<file path="config.mk">
export PLATFORM = sky130hd
export DESIGN_NAME = mips32_mem_arbiter
export DESIGN_NICKNAME = d
export VERILOG_FILES = /design/src/rtl/mips32_mem_arbiter.sv
export SDC_FILE = /design/constraint.sdc
export NUM_CORES = 1
export LEC_CHECK = 0
export ABC_AREA = 1
export BUFFER_PORTS_ARGS = -buffer_cell sky130_fd_sc_hd__buf_2
export CAP_MARGIN = 10
export CORE_MARGIN = 5
export CORE_UTILIZATION = 50
export CTS_BUF_LIST = sky130_fd_sc_hd__clkbuf_8
export CTS_CLUSTER_DIAMETER = 30
export DETAILED_ROUTE_END_ITERATION = 7
export GPL_TIMING_DRIVEN = 1
export PLACE_DENSITY_LB_ADDON = 0.15
export SETUP_SLACK_MARGIN = 0.1
export SYNTH_ARGS = -nofsm -noshare
export SYNTH_HDL_FRONTEND = slang
export SYNTH_SLANG_ARGS = --single-unit
export TNS_END_PERCENT = 100
</file>
<file path="constraint.sdc">
create_clock -name clk1 -period 3.3 [get_ports clk1]
set_input_delay 0.33 -clock clk1 [delete_from_list [all_inputs] [get_ports clk1]]
set_output_delay 0.33 -clock clk1 [all_outputs]
set_load 0.01 [all_outputs]
</file>
<file path="src/rtl/mips32_mem_arbiter.sv">
// mips32_mem_arbiter: shares one single-ported word memory between the
// loader/debug port (LD), the MEM-stage data port (DM) and instruction fetch (IF).
//
// Each access runs IDLE/DONE(grant) -> ISSUE -> WAIT -> DONE(ack), so an ack
// arrives 3 cycles after the request is sampled. Priority is LD > DM > IF,
// except that IF beats DM once DM has won STARVE_MAX times in a row while IF
// was waiting. All memory-side outputs and acks are registered.
//
// Ports:
//   clk1, rst                       clock, synchronous active-high reset
//   ld_req/ld_we/ld_addr/ld_wdata   loader request, ld_ack completion pulse
//   dm_req/dm_we/dm_addr/dm_wdata   data-port request, dm_ack completion pulse
//   if_req/if_addr                  fetch read request, if_ack completion pulse
//   rdata                           read data, valid in the ack cycle
//   busy                            high while an access is in flight
//   mem_addr/mem_we/mem_wdata       registered memory controls
//   mem_rdata                       memory read data, 1-cycle latency
//   perf_clr, perf_*_cnt            perf counters (MIPS32_ARB_PERF_EN only)
//
// Optional feature: define MIPS32_ARB_PERF_EN to add saturating grant and
// stall counters. Arbitration timing is identical either way.

module mips32_mem_arbiter #(
    parameter int ADDR_W     = 10,
    parameter int DATA_W     = 32,
    parameter int STARVE_MAX = 4,
    parameter int CNT_W      = 16
) (
    input  logic              clk1,
    input  logic              rst,
    input  logic              ld_req,
    input  logic              ld_we,
    input  logic [ADDR_W-1:0] ld_addr,
    input  logic [DATA_W-1:0] ld_wdata,
    output logic              ld_ack,
    input  logic              dm_req,
    input  logic              dm_we,
    input  logic [ADDR_W-1:0] dm_addr,
    input  logic [DATA_W-1:0] dm_wdata,
    output logic              dm_ack,
    input  logic              if_req,
    input  logic [ADDR_W-1:0] if_addr,
    output logic              if_ack,
    output logic [DATA_W-1:0] rdata,
    output logic              busy,
    output logic [ADDR_W-1:0] mem_addr,
    output logic              mem_we,
    output logic [DATA_W-1:0] mem_wdata,
    input  logic [DATA_W-1:0] mem_rdata
`ifdef MIPS32_ARB_PERF_EN
    ,
    input  logic              perf_clr,
    output logic [CNT_W-1:0]  perf_if_cnt,
    output logic [CNT_W-1:0]  perf_dm_cnt,
    output logic [CNT_W-1:0]  perf_ld_cnt,
    output logic [CNT_W-1:0]  perf_stall_cnt
`endif
);

    localparam int SC_W = $clog2(STARVE_MAX + 1);

    if (STARVE_MAX < 1 || CNT_W < 2) begin : g_bad_param
        $error("mips32_mem_arbiter: STARVE_MAX must be >=1 and CNT_W >=2");
    end

    typedef enum logic [1:0] {
        S_IDLE,
        S_ISSUE,
        S_WAIT,
        S_DONE
    } state_t;

    state_t            state;
    // one-hot owner of the access in flight: {if, dm, ld}
    logic [2:0]        own;
    logic [SC_W-1:0]   starve_cnt;

    logic [2:0]        excl;
    logic [2:0]        cand;
    logic [2:0]        gnt;
    logic              if_first;
    logic              grant;
    logic [ADDR_W-1:0] g_addr;
    logic              g_we;
    logic [DATA_W-1:0] g_wdata;

    // In DONE the acked port still shows its old req, so it must not win again.
    always_comb begin
        excl     = (state == S_DONE) ? own : 3'b000;
        cand     = {if_req, dm_req, ld_req} & ~excl;
        if_first = (starve_cnt == SC_W'(STARVE_MAX));
        gnt      = 3'b000;
        if (cand[0])
            gnt = 3'b001;
        else if (cand[2] && (if_first || !cand[1]))
            gnt = 3'b100;
        else if (cand[1])
            gnt = 3'b010;
        grant = ((state == S_IDLE) || (state == S_DONE)) && (gnt != 3'b000);
    end

    always_comb begin
        g_addr  = '0;
        g_we    = 1'b0;
        g_wdata = '0;
        unique case (1'b1)
            gnt[0]: begin
                g_addr  = ld_addr;
                g_we    = ld_we;
                g_wdata = ld_wdata;
            end
            gnt[1]: begin
                g_addr  = dm_addr;
                g_we    = dm_we;
                g_wdata = dm_wdata;
            end
            gnt[2]: begin
                g_addr  = if_addr;
            end
            default: ;
        endcase
    end

    always_ff @(posedge clk1) begin
        if (rst) begin
            state     <= S_IDLE;
            own       <= 3'b000;
            mem_addr  <= '0;
            mem_we    <= 1'b0;
            mem_wdata <= '0;
            rdata     <= '0;
            ld_ack    <= 1'b0;
            dm_ack    <= 1'b0;
            if_ack    <= 1'b0;
        end else begin
            ld_ack <= 1'b0;
            dm_ack <= 1'b0;
            if_ack <= 1'b0;
            unique case (state)
                S_IDLE, S_DONE: begin
                    if (grant) begin
                        own       <= gnt;
                        mem_addr  <= g_addr;
                        mem_we    <= g_we;
                        mem_wdata <= g_wdata;
                        state     <= S_ISSUE;
                    end else begin
                        own   <= 3'b000;
                        state <= S_IDLE;
                    end
                end
                S_ISSUE: begin
                    mem_we <= 1'b0;
                    state  <= S_WAIT;
                end
                S_WAIT: begin
                    rdata  <= mem_rdata;
                    ld_ack <= own[0];
                    dm_ack <= own[1];
                    if_ack <= own[2];
                    state  <= S_DONE;
                end
                default: state <= S_IDLE;
            endcase
        end
    end

    // Counts DM wins while IF keeps waiting; any gap in if_req forgives it.
    always_ff @(posedge clk1) begin
        if (rst)
            starve_cnt <= '0;
        else if (!if_req)
            starve_cnt <= '0;
        else if (grant && gnt[2])
            starve_cnt <= '0;
        else if (grant && gnt[1] && !if_first)
            starve_cnt <= starve_cnt + SC_W'(1);
    end

    assign busy = (state != S_IDLE);

`ifdef MIPS32_ARB_PERF_EN
    logic [2:0] waiting;
    logic [1:0] stall_inc;

    function automatic logic [CNT_W-1:0] sat_add(
        input logic [CNT_W-1:0] a,
        input logic [1:0]       b
    );
        logic [CNT_W:0] s;
        s = {1'b0, a} + (CNT_W + 1)'(b);
        return s[CNT_W] ? '1 : s[CNT_W-1:0];
    endfunction

    // IDLE is the arbitration cycle itself, so only busy cycles count as stalls.
    always_comb begin
        waiting   = busy ? ({if_req, dm_req, ld_req} & ~own) : 3'b000;
        stall_inc = {1'b0, waiting[0]} + {1'b0, waiting[1]}
                  + {1'b0, waiting[2]};
    end

    always_ff @(posedge clk1) begin
        if (rst || perf_clr) begin
            perf_ld_cnt    <= '0;
            perf_dm_cnt    <= '0;
            perf_if_cnt    <= '0;
            perf_stall_cnt <= '0;
        end else begin
            if (grant && gnt[0])
                perf_ld_cnt <= sat_add(perf_ld_cnt, 2'd1);
            if (grant && gnt[1])
                perf_dm_cnt <= sat_add(perf_dm_cnt, 2'd1);
            if (grant && gnt[2])
                perf_if_cnt <= sat_add(perf_if_cnt, 2'd1);
            perf_stall_cnt <= sat_add(perf_stall_cnt, stall_inc);
        end
    end
`endif

endmodule

</file>
* Word level (Yosys, flattened, before mapping) *
Cells that the tools add are included.
Widths: inputs -> output; s select.

storage, ports and cells
  output and inout port bits = 79
  register bits = 86
  input port bits = 133

operators by class
  add/subtract/negate cells = 1
  reduce and logical (&&, ||, !) cells = 18
  eq/ne operators = 5
  bitwise gates (word level) = 4
  mux-type cells = 12

operator list
  operator             number
  $pmux 32 s2          1
  $pmux 10 s3          1
  $mux 3               4
  $pmux 2 s3           1
  $logic_and 1x1->1    5
  $eq 2x2->1 const B   2
  $pmux 1 s2           2
  $reduce_and 2->1     2
  $reduce_bool 2->1    2
  $reduce_or 2->1      2
  $add 3x1->3 const B  1
  $and 3x3->3          1
  $eq 3x3->1 const B   1
  $not 3->3            1
  $reduce_bool 3->1    1
  $reduce_or 3->1      1
  $eq 2x1->1 const B   1
  $logic_not 1->1      2
  $logic_not 2->1      1
  $logic_or 1x1->1     2
  $mux 1               2
  $mux 2               1
  $ne 2x2->1 const B   1
  $not 1->1            2

* Logic depth before layout (Yosys ltp) *
  depth in word-level cells = 13
  depth in mapped cells = 11
  depth with buffers taken out = 11

* Worst setup path before layout *
No wires, ideal clock.

  path type = reg-to-reg
  start = register starve_cnt[0]
  end = register mem_addr[2]
  clock period less this slack = 1.481 ns
  data arrival time = 1.368 ns
  required time = 3.187 ns
  slack = 1.819 ns
  buffers on the path = 1
  cell stages (with the launch flop) = 12
  library setup time = 0.113 ns
  path through = dfxtp_1 -> inv_1 -> ha_1 -> nand2_1 -> nand3_2 -> nand2_4 -> nand3_2 -> nand2_4 -> inv_4 -> buf_6 -> o21ai_1 -> nor2_1

on the way
  word-level cells in the longest chain between the ends = 8
  elaborated cells on any way between the ends = 9

ends and longest elaborated chain
  what                        RTL line  source
  start: declaration          76        logic [SC_W-1:0] starve_cnt;
  start signal: assignment    177       starve_cnt <= starve_cnt + SC_W'(1);
  $eq 3x3->1 (*)              91        if_first = (starve_cnt == SC_W'(STARVE_MAX));
  $logic_or 1x1->1 (*)        95        else if (cand[2] && (if_first || !cand[1]))
  $logic_and 1x1->1 (*)       95
  $mux 3 (*)                  95
  $mux 3 (*)                  93        if (cand[0])
  $reduce_bool 3->1           99        grant = ((state == S_IDLE) || (state == S_DONE)) && (gnt != 3'b000);
  $logic_and 1x1->1           99
  $reduce_and 2->1 (no line)  n/a
  end signal: assignment      143       mem_addr <= g_addr;
  end: declaration            46        output logic [ADDR_W-1:0] mem_addr,

Mark *: on every way between the ends. The rest lies on a longest branch, timed or not.
A chain may end at the register's enable or synchronous reset.

* Final worst setup path *
  start = register starve_cnt[0]
  end = register mem_addr[0]

The elaborated chain is that of the path after synthesis.

==> flow_metrics.tcl <==
set metrics [dict create \
    status "completed" \
    hold_class "in -> reg" \
    drt-pass1-iter-count 4 \
    grt_setup_unrepaired "no" \
    core_um2 7650 \
    grt_antenna_before_repair 0 \
    drt_first_iter_violations 197 \
    hold_buffers 0 \
    diodes 0 \
    hpwl_um 8780 \
    cts-resized-gates 0 \
    die_x_um 98.2 \
    area_growth_pct 30.3 \
    routedWlPerCell_um 14.4 \
    place.gp.congestion 0.935 \
    wl_met2_um 5890 \
    max-slew-margin-rel_pct 32.6 \
    start_kind "register" \
    cts_tree "done" \
    yosysSeqAreaShare_pct 44.3 \
    cp.required_ns 3.54 \
    post_cts_buffers 0 \
    powerDensity_nw_per_um2 765 \
    final_util_pct 66.2 \
    syn_avg_cell_area_um2 7.00 \
    setup_tns_ns 0 \
    critPathBufInv 2 \
    drt-total-wl_um 12200 \
    syn_area_um2 3890 \
    postRouteAntennaNets 0 \
    crit_chain "inv_1 > ha_1 > nand2_1 > nand3_2 > nand2_4 > nand3_2 > nand2_4 > inv_4 > o21ai_0 > nor2_1" \
    yosys-top-cells-count "nand2_1 (166), nor2_1 (90), dfxtp_1 (86)" \
    criticalPathCategory "reg -> reg" \
    synth-edff-count 0 \
    worst_path_max_delay_cell "nand2_4" \
    post-synth-top-count-cell "nand2_1" \
    die_area_um2 9640 \
    htreeDepth 3 \
    cts.sinks 86 \
    fin_skew_ns 0.00656 \
    synthTopCellsByArea "dfxtp_1 (44%), nand2_1 (16%), nor2_1 (8.7%)" \
    grt_max_degree 47 \
    cts_buffer_depth 2 \
    wl_met1_um 4750 \
    grt_pass1_vias 4265 \
    tightest_slew_ns 1.01 \
    synthFlopType "dfxtp_1" \
    slowest_delay_ns 0.42 \
    worstHoldStart "mem_rdata[15]" \
    clock_latency_ns 0.35 \
    leakage_nw 2.66 \
    die_h_um 98.2 \
    hold_viol 0 \
    rows 32 \
    rr_startpoint "starve_cnt[0]$_SDFFE_PP0P_" \
    crit_path_max_fanout 46 \
    start_util_pct 50.8 \
    dr.max_layer_used "met4" \
    clock-root-buffer "clkbuf_8" \
    critical_path.top_delay_family "simple AND/OR/NAND/NOR gates" \
    overflow 0 \
    total_power_mw 3.87 \
    cts_buffers 9 \
    ys_types 25 \
    ys_seq_elements 86 \
    route.met3.wl_um 1340 \
    arrival_ns 2.76 \
    fin_crit_sh_pct 76.1 \
    post_dp_cell_area_um2 4880 \
    cp-startpoint "starve_cnt[0]$_SDFFE_PP0P_" \
    n_fill_cell 695 \
    synthesis.nets 694 \
    synth_top_area_share_pct 44.3 \
    finalSetupViolations 0 \
    vias 4374 \
    async_reset_ff_share_pct 0 \
    ios 212 \
    nets 880 \
    stdcell_area_um2 5060 \
    drc 0 \
    synth-warning-count 0 \
    grt_usage_pct 24.3 \
    max_freq_mhz 398 \
    period_needed_ns 2.51 \
    peakVddDrop_mv 0.464 \
    port-buffer-count 211 \
    grt_first_pass_wirelength_um 19600 \
    synthCells 555 \
    yosys.area.top_type "dfxtp_1" \
    drive_gt1_share_pct 32.3 \
    critPathCaptureType "register" \
    finalMaxSlewViolations 0 \
    vias_per_cell 5.16 \
    clk_pin_slew_ns 0.09 \
    drv_cap 0 \
]
[kinds of logic after synthesis]
group                      count (synthesis)  synth area share (%)
DFF                                       86                  44.3
adders and majority gates                  6                  1.93
and+or+nand+nor                          322                  35.5
buffers and inverters                     59                  7.50
AOI/OAI and AO/OA                         82                  10.7
[metrics by stage]
step	std cells	worst slack, ns	hold WS [ns]
after detailed placement	832	0.793	0.454
after CTS	848	0.791	0.188
final	848	0.788	0.195
after global routing	848	0.572	0.188
after floorplan	555	1.82	0.425
after global placement	832	0.929	0.449
[routing by layer]
metal / vias to the layer above / track usage [%]
met5: - / 0
met4: 0 / 9.14
met3: 21 / 9.21
met2: 177 / 42.4
met1: 1992 / 26.8
li1: 2184 / -
[registers in the layout, indices dropped and copies added (netlist names)]
| name | flops |
|---|---|
| dm_ack | 1 |
| if_ack | 1 |
| ld_ack | 1 |
| mem_addr | 10 |
| mem_wdata | 32 |
| mem_we | 1 |
| own | 3 |
| rdata | 32 |
| starve_cnt | 3 |
| state | 2 |
[cell type report]
cell class,count,area [um^2],share of cell area (%)
clock buffers,10,138,2.72
clock inverters,6,45.0,0.889
inverters,19,73.8,1.46
multi-input cells,410,1870,37.0
flip-flops and latches,86,1720,34.0
well taps,102,128,2.52
repair buffers,215,1090,21.4
[final timing paths]
path / end / slack [ns] / depth (start not counted)
max reg2reg: mem_addr[0]$_SDFFE_PP0P_ / 0.79 / 10
min reg2reg: mem_wdata[12]$_SDFFE_PP0P_ / 0.47 / 2
min: rdata[15]$_SDFFE_PP0P_ / 0.19 / 3
max: mem_addr[0]$_SDFFE_PP0P_ / 0.79 / 10
[power by group]
part | switching, mW | internal [mW]
Clock | 0.382 | 0.298
Combinational | 1.08 | 0.559
Sequential | 0.177 | 1.38
Total | 1.63 | 2.24
[tightest hold or removal path, delay by kind of cell]
family        cells  cell delay (ns)
simple gates      2             0.11
buf+inv           1             0.07
[placed cells by master (no fill, tap or decap), types with 10 or more instances in the layout]
master and n:
buf_2 211, nand2_1 166, nor2_1 90, dfxtp_1 86
nand4_1 44, o21ai_0 36, a21oi_1 35, inv_1 15
nand3_1 14, clkbuf_8 10
Power figures use the tool's default switching activity.
